==> src/rtl/sram_pkg.sv <==
// Shared definitions for the word-array memory macro.
//   state_e  : clear-engine FSM states
//   RW_READ  : rw encoding for a read request
//   RW_WRITE : rw encoding for a write request (same polarity as the word cell)
package sram_pkg;

  typedef enum logic [0:0] {
    ST_IDLE  = 1'b0,
    ST_CLEAR = 1'b1
  } state_e;

  localparam logic RW_READ  = 1'b0;
  localparam logic RW_WRITE = 1'b1;

endpackage : sram_pkg

==> src/rtl/sram_word.sv <==
// Single storage word: WIDTH-bit register with a synchronous write enable.
//   clk   : rising-edge clock
//   rst_n : asynchronous active-low reset, clears the word to 0
//   we    : write enable, d is captured on the next rising edge
//   d     : write data
//   q     : stored word
module sram_word #(
  parameter int WIDTH = 8
) (
  input  logic             clk,
  input  logic             rst_n,
  input  logic             we,
  input  logic [WIDTH-1:0] d,
  output logic [WIDTH-1:0] q
);

  // NOTE: every storage word has a real async reset; the array must read as
  // all-zero immediately after reset, including when a clear was aborted.
  // NOTE: sequential state uses non-blocking assignments only, so all
  // registers sample values from before the edge.
  always_ff @(posedge clk or negedge rst_n) begin
    if (!rst_n) begin
      q <= '0;
    end else if (we) begin
      q <= d;
    end
  end

endmodule : sram_word

==> src/rtl/sram_word_array.sv <==
// DEPTH x WIDTH memory array with a registered read port and a clear engine.
//   clk      : rising-edge clock
//   rst_n    : asynchronous active-low reset (array, FSM, counter, outputs)
//   sel      : request strobe, sampled on each edge while idle
//   rw       : 1 = write, 0 = read
//   addr     : word address; addresses >= DEPTH drop writes and read as 0
//   data_in  : write data
//   clear    : start a clear of the whole array (wins over sel)
//   data_out : registered read data, holds the last read value
//   rd_valid : one-cycle strobe, data_out was updated by the last edge
//   busy     : clear in progress, all requests ignored
module sram_word_array
  import sram_pkg::*;
#(
  parameter  int WIDTH  = 8,
  parameter  int DEPTH  = 16,
  localparam int ADDR_W = $clog2(DEPTH)
) (
  input  logic              clk,
  input  logic              rst_n,
  input  logic              sel,
  input  logic              rw,
  input  logic [ADDR_W-1:0] addr,
  input  logic [WIDTH-1:0]  data_in,
  input  logic              clear,
  output logic [WIDTH-1:0]  data_out,
  output logic              rd_valid,
  output logic              busy
);

  localparam logic [ADDR_W-1:0] LAST_IDX = ADDR_W'(DEPTH - 1);

  state_e            state;
  state_e            state_next;
  logic [ADDR_W-1:0] cnt;
  logic              req_ok;
  logic              rd_en;
  logic              wr_en;
  logic [DEPTH-1:0]  word_we;
  logic [WIDTH-1:0]  word_d;
  logic [WIDTH-1:0]  mem_q [DEPTH];
  logic [WIDTH-1:0]  rd_word;

  // Storage cells.
  for (genvar i = 0; i < DEPTH; i++) begin : g_word
    sram_word #(.WIDTH(WIDTH)) u_word (
      .clk   (clk),
      .rst_n (rst_n),
      .we    (word_we[i]),
      .d     (word_d),
      .q     (mem_q[i])
    );
  end

  // State register.
  always_ff @(posedge clk or negedge rst_n) begin
    if (!rst_n) begin
      state <= ST_IDLE;
    end else begin
      state <= state_next;
    end
  end

  // Next-state logic.
  // NOTE: each always_comb output gets a default first so no path leaves it
  // unassigned, which would otherwise infer a latch.
  always_comb begin
    state_next = state;
    unique case (state)
      ST_IDLE:  if (clear) state_next = ST_CLEAR;
      ST_CLEAR: if (cnt == LAST_IDX) state_next = ST_IDLE;
      default:  state_next = ST_IDLE;
    endcase
  end

  // Output / control decode. busy is a pure decode of the state register,
  // so it has no combinational path from any input.
  always_comb begin
    busy    = (state == ST_CLEAR);
    req_ok  = (state == ST_IDLE) && sel && !clear;
    rd_en   = req_ok && (rw == RW_READ);
    wr_en   = req_ok && (rw == RW_WRITE);
    word_d  = busy ? '0 : data_in;
    word_we = '0;
    // Only in-range indices exist in the decoder, so an address >= DEPTH
    // matches no word and the write is silently dropped.
    for (int i = 0; i < DEPTH; i++) begin
      if (busy) begin
        word_we[i] = (cnt == ADDR_W'(i));
      end else begin
        word_we[i] = wr_en && (addr == ADDR_W'(i));
      end
    end
  end

  // Read mux; an out-of-range address matches nothing and reads as 0.
  always_comb begin
    rd_word = '0;
    for (int i = 0; i < DEPTH; i++) begin
      if (addr == ADDR_W'(i)) rd_word = mem_q[i];
    end
  end

  // Read output register and clear counter.
  always_ff @(posedge clk or negedge rst_n) begin
    if (!rst_n) begin
      data_out <= '0;
      rd_valid <= 1'b0;
      cnt      <= '0;
    end else begin
      rd_valid <= rd_en;
      if (rd_en) data_out <= rd_word;
      if (state == ST_IDLE) begin
        cnt <= '0;
      end else if (cnt == LAST_IDX) begin
        cnt <= '0;  // last word written, never step past DEPTH-1
      end else begin
        cnt <= cnt + 1'b1;
      end
    end
  end

endmodule : sram_word_array

==> config.mk <==
export PLATFORM = sky130hd
export DESIGN_NAME = sram_word_array
export DESIGN_NICKNAME = d
export VERILOG_FILES = /design/src/rtl/sram_pkg.sv /design/src/rtl/sram_word.sv /design/src/rtl/sram_word_array.sv
export SDC_FILE = /design/constraint.sdc
export NUM_CORES = 1
export LEC_CHECK = 0
export CORE_MARGIN = 3
export CORE_UTILIZATION = 55
export DETAILED_ROUTE_END_ITERATION = 8
export GPL_TIMING_DRIVEN = 0
export PLACE_DENSITY = 0.76
export RECOVER_POWER = 100
export SYNTH_ARGS = -nofsm -noshare
export SYNTH_HDL_FRONTEND = slang
export SYNTH_SLANG_ARGS = --single-unit
==> constraint.sdc <==
create_clock -name clk -period 2.04 [get_ports clk]
set_clock_uncertainty 0.05 [all_clocks]
set_input_delay 0.408 -clock clk [delete_from_list [all_inputs] [get_ports clk]]
set_output_delay 0.408 -clock clk [all_outputs]
set_load 0.005 [all_outputs]
## Word level (Yosys, flattened, before mapping)

Cells that the tools add are included.

- Bitwise operators: 2
- Reduce and logical (&&, ||, !) cells: 23
- Multiplexer cells: 38
- Equality and inequality tests: 30
- Add/sub/neg operators: 1

Operators with widths:

| cell | count |
|---|---|
| two-way mux 8 bit | 17 |
| equality test 4 bit (second input constant) | 16 |
| equality test 4 x 3 -> 1 bit (second input constant) | 8 |
| logical AND 1 bit | 20 |
| two-way mux 1 bit | 18 |
| equality test 4 x 2 -> 1 bit (second input constant) | 4 |
| equality test 4 x 1 -> 1 bit (second input constant) | 2 |
| logical NOT 4 bit | 2 |
| two-way mux 4 bit | 2 |
| adder 4 x 1 -> 4 bit (second input constant) | 1 |
| NOT 1 bit | 2 |
| case mux 1 bit (2 select lines) | 1 |
| logical NOT 1 bit | 1 |

- Output and inout port bits: 10
- Word-level logic and storage cells: 114
- Bits in registers: 142
- Input bits: 17

## Logic depth before layout (Yosys ltp)

- Depth in word-level cells: 17
- Depth in mapped cells: 9
- Depth with buffers taken out: 6

## Cells and area by module

From an unflattened synthesis, not the netlist that was laid out.

- Cells, all modules: 554
- Area, all modules: 7556.0 µm²

By module, submodules not included:

| module | times used | area an instance (µm²) | cells an instance |
|---|---|---|---|
| sram_word | 16 | 331.6 | 17 |
| sram_word_array | 1 | 2250.9 | 282 |

## Worst setup path after synthesis

Ideal clock, no wire load.

- Path kind: reg-to-reg
- From: register state (netlist: busy)
- To: register data_out[0]
- Slack: -0.164 ns
- Path buffers: 1
- Data required time: 1.870 ns
- Stages on the path, launching flop included: 7
- Setup time: 0.120 ns
- Data arrival time: 2.034 ns
- Cell sequence: dfrtp_1 -> or4b_1 -> buf_2 -> a311o_1 -> a21o_1 -> a2111oi_2 -> and3b_1

- Longest elaborated chain between the ends: 4

Ends and longest elaborated chain:

| what | RTL line | source |
|---|---|---|
| start, declared | sram_word_array.sv:33 | `state_e state;` |
| start signal, assigned | sram_word_array.sv:60 | `state <= state_next;` |
| NOT 1 bit | - |  |
| logical AND 1 bit (2 in series) | sram_word_array.sv:80 | `req_ok = (state == ST_IDLE) && sel && !clear;` |
| logical AND 1 bit | sram_word_array.sv:81 | `rd_en = req_ok && (rw == RW_READ);` |
| end signal, assigned | sram_word_array.sv:112 | `if (rd_en) data_out <= rd_word;` |
| end, declared | sram_word_array.sv:26 | `output logic [WIDTH-1:0] data_out,` |

No other way between the ends.
A chain may end at the register's enable or synchronous reset.

## Worst setup path in the final report

Ends and elaborated chain as after synthesis.

==> results_tabular.tex <==
\begin{tabular}{lr}
\hline
Metric & Value \\
\hline
\multicolumn{2}{l}{\textbf{Power}} \\
Power Dens Cells & roughly 1200 nW/um2 \\
Maximum resistive drop on vdd & 0.7836 mV \\
Leakage power total & 3.786 nW \\
\multicolumn{2}{l}{\textbf{Routing}} \\
Routed length per placed instance & 24.45 um \\
Detailed-router iteration count before antenna repair & 5 \\
Post-route antenna net violation count & 0 \\
Post-detailed-route via-to-cell ratio & 6.512 \\
Number of design rule violations left after detail routing & 0 \\
Drt total wl & 22.54 mm \\
Via count of the routed design & around 6000 \\
Number of DRC markers after the initial detailed-route iteration & 583 \\
\multicolumn{2}{l}{\textbf{Placement}} \\
Placed wire-length estimate & 14.86 mm \\
Cell count after placement & just under 900 \\
Post-DP Area & 7473 um2 \\
Quantity of I/O buffers inserted on ports & 25 \\
Worst slack at placement & -1.298 ns \\
GP Congestion & between 0.9 and 1 \\
\multicolumn{2}{l}{\textbf{Setup path}} \\
Arrival time of data at the critical path endpoint & 2.43 ns \\
Required time of the critical path & 2.31 ns \\
Slowest cell delay on critical path & 0.53 ns \\
Length in cells of the worst reg-to-reg path & 6 \\
Highest fanout seen on the critical path & 3 \\
R2R Path Start & busy\$\_DFF\_PN0\_ \\
R2R setup slack & -0.12 ns \\
Crit-path slowest cell & or4b\_4 \\
Worst setup EP type & register \\
Startpoint Class & register \\
Endpoint of the worst register-to-register path & data\_out[0]\$\_DFFE\_PN0P\_ \\
Type of the worst setup path & reg -> reg \\
Cell breakdown of the critical path & or4b\_4 > a311o\_1 > a21o\_1 > buf\_6 > a2111oi\_4 > and3b\_1 \\
\multicolumn{2}{l}{\textbf{CTS}} \\
Insertion delay to the later sink of the worst-skew pair & 0.43 ns \\
Clk pin slew, worst setup/hold paths & 0.06 ns \\
Worst-case clock buffer depth & 2 \\
H-tree depth & 4 \\
Clock tree from TritonCTS & built \\
Number of buffers created by CTS & 17 \\
Number of clock sinks seen by CTS & $\sim$140 \\
CTS root buf & clkbuf\_16 \\
\multicolumn{2}{l}{\textbf{Synth}} \\
Number of instances in the synthesized netlist & 687 \\
Synthesized Nets & 708 \\
EDFF count, synth & 0 \\
Part of the Yosys area used for sequential elements & about half \\
Yosys top cell area share & between 50\% and 60\% \\
Primary FF master, synth & dfrtp\_1 \\
Largest cells by area after synthesis & dfrtp\_1 51\%, mux2\_2 9.4\%, o21ai\_0 7.3\% \\
Number of synthesized register bits & 142 \\
Netlist cell types & 65 \\
Synth warn & 0 \\
Fraction of registers with async set or reset after synthesis & 100.0\% \\
Dominant cell type by area after synthesis & dfrtp\_1 \\
Post-Synthesis Mean Instance Area & 10.14 um2 \\
Syn Std Cell Area & 6964 um2 \\
\multicolumn{2}{l}{\textbf{Timing}} \\
Number of slew-limit violations in the final report & 0 \\
Final critical delay including setup and external delays & 2.162 ns \\
Hold Slack & 0.3569 ns \\
Rel. slew slack & 12.36\% \\
RSZ-0062 raised after global routing & yes \\
Setup ws final & -0.1218 ns \\
Slew @ Worst Pin & 1.315 ns \\
Number of setup violations in the final report & 37 \\
Hold Vio Cnt, Final & 0 \\
Final critical-path share of the clock period & 106.0\% \\
Max Clock Freq & 462.6 MHz \\
\multicolumn{2}{l}{\textbf{Floorplanning}} \\
Starting density of the core & 57.03\% \\
Vert. Die Dim & 118.5 um \\
Die width & 118.5 um \\
Cell row count & 40 \\
Core Box Area & 12210 um2 \\
I/O pin cnt & 27 \\
Floorplan die area & 14050 um2 \\
\multicolumn{2}{l}{\textbf{Finish}} \\
P\&R area growth vs syn & 24.33\% \\
Number of inserted filler cells in the final layout & 906 \\
Net total in the final layout & $\sim$760 \\
Post-layout instance count excluding filler cells & 922 \\
Proportion of layout cells with a drive suffix above 1 & 25.33\% \\
Total non-filler cell area in the finished layout & between 8000 and 9000 um2 \\
Combined flip-flop and latch cell area & approximately 3600 um2 \\
Antenna diode instance count & 0 \\
Multi-input combinational cell area & 3427 um2 \\
\multicolumn{2}{l}{\textbf{GRT}} \\
First-pass GRT wire length & $\sim$34 mm \\
Via count of the first global-routing pass & 6073 \\
GRT Total Usage & 32.32\% \\
Largest net degree at the start of global routing & 90 \\
Number of antenna violations at the first check in global routing & 0 \\
Overflow after GRT & 0 \\
\multicolumn{2}{l}{\textbf{Hold path}} \\
Hold Path Sink & busy\$\_DFF\_PN0\_ \\
Startpoint of the tightest hold check path & clear \\
Type of the worst min-delay path & in -> reg \\
Cell depth of the worst min-delay path & 3 \\
\multicolumn{2}{l}{\textbf{Run status}} \\
Result of the run & finished, violations left \\
Violated checks & setup timing \\
\multicolumn{2}{l}{\textbf{Job}} \\
Max-cap violation count & 0 \\
\hline
\end{tabular}
## state kept, by name (all words and copies together) (netlist names)
name	cells
busy	1
cnt	4
data_out	8
g_word.u_word.q	128
rd_valid	1
## power breakdown
group / leakage [nW] / total [mW] / switching [mW] / internal [mW]
registers: 1.93 / 4.21 / 0.542 / 3.67
clock network: 0.338 / 3.62 / 1.19 / 2.43
logic: 1.52 / 2.94 / 1.71 / 1.24
total: 3.79 / 10.8 / 3.44 / 7.34
## worst max-delay path: cells and delay by family, from the launching register on
family          cells  cell delay (ns)
simple gates        2             0.75
compound gates      3             0.72
flops               1             0.41
buf+inv             1             0.12
## placed cells by master, fill, tap and decap left out, drive strengths merged, types with 11 or more instances in the layout
cell type	count
mux2i	20
buf	30
clkbuf	51
nor2b	13
mux2	58
inv	14
a21oi	21
nand2	110
o21ai	104
dlygate4sd3	11
dfrtp	142
nor2	27
## Yosys cell counts (4+ instances only)
cell type    n
nor3_1      10
mux2i_1     20
o221ai_1     4
inv_1       13
buf_2       14
nand2b_1     8
a31oi_1      7
mux2_2      58
ha_1         4
nand2_1    110
clkbuf_1    32
and3_1       6
o21ai_0    102
nand3_1      4
dfrtp_1    142
o22ai_1      6
a211oi_1     6
a21oi_1     21
nor2b_1     13
nor2_1      27
mux4_2       4
a32oi_1      6
a22oi_1      6
## how the worst max path moves through the flow
stage,from,endpoint,slack (ns),cells past startpoint
after global routing,busy$_DFF_PN0_,data_out[0]$_DFFE_PN0P_,-0.16,6
after global placement,rst_n,g_word[15].u_word.q[5]$_DFFE_PN0P_,-5.00,1
after CTS,busy$_DFF_PN0_,data_out[0]$_DFFE_PN0P_,-0.15,5
final,busy$_DFF_PN0_,data_out[0]$_DFFE_PN0P_,-0.12,6
after floorplan,clear,data_out[0]$_DFFE_PN0P_,-0.13,6
after detailed placement,addr[2],g_word[14].u_word.q[2]$_DFFE_PN0P_,-1.30,6
## cell type report
cell class | instances | share of cell area (%)
sequential | 142 | 41.05
multi-input combinational | 484 | 39.58
clock buffer | 23 | 5.636
timing repair buffer | 41 | 4.971
buffer | 41 | 3.367
tap | 168 | 2.428
clock inverter | 9 | 2.341
inverter | 14 | 0.6214
## kinds of logic (layout without fill, tap and decap cells)
family | count (synthesis) | after routing | synth area share [%]
AOI/OAI and AO/OA | 201 | 201 | 18.22
and+or+nand+nor | 196 | 196 | 12.83
DFF | 142 | 142 | 51.02
muxes | 82 | 82 | 13.55
buffers and inverters | 61 | 128 | 3.539
adders and majority gates | 4 | 4 | 0.7187
xor gates and xnor gates | 1 | 1 | 0.1258
## stage by stage
step           total power, mW  TNS (ns)  utilization [%]
6_report                 10.78    -1.198            70.90
5_1_grt                  11.22    -9.936            70.90
4_1_cts                  10.62   -0.1696            70.17
3_5_place_dp             6.762   -105.81            61.20
3_3_place_gp             6.604   -811.07            60.96
2_1_floorplan            5.772   -0.1284                -
## what timing repair did
action,in CTS,in global routing
hold buffers,1,0
pin swaps,10,7
endpoints found under the hold margin,53,0
gates resized for setup,86,47
endpoints found under the setup margin,136,127
setup buffers,11,3
## layer usage
| layer | share of wire, % | track usage, % | vias up |
|---|---|---|---|
| li1 | - | - | 2587 |
| met1 | 40 | 42.06 | 2993 |
| met2 | 48 | 50.87 | 349 |
| met3 | 8.7 | 7.703 | 75 |
| met4 | 4.1 | 16.00 | 0 |
| met5 | 0 | 0 | - |
(Power assumes the default switching activity.)
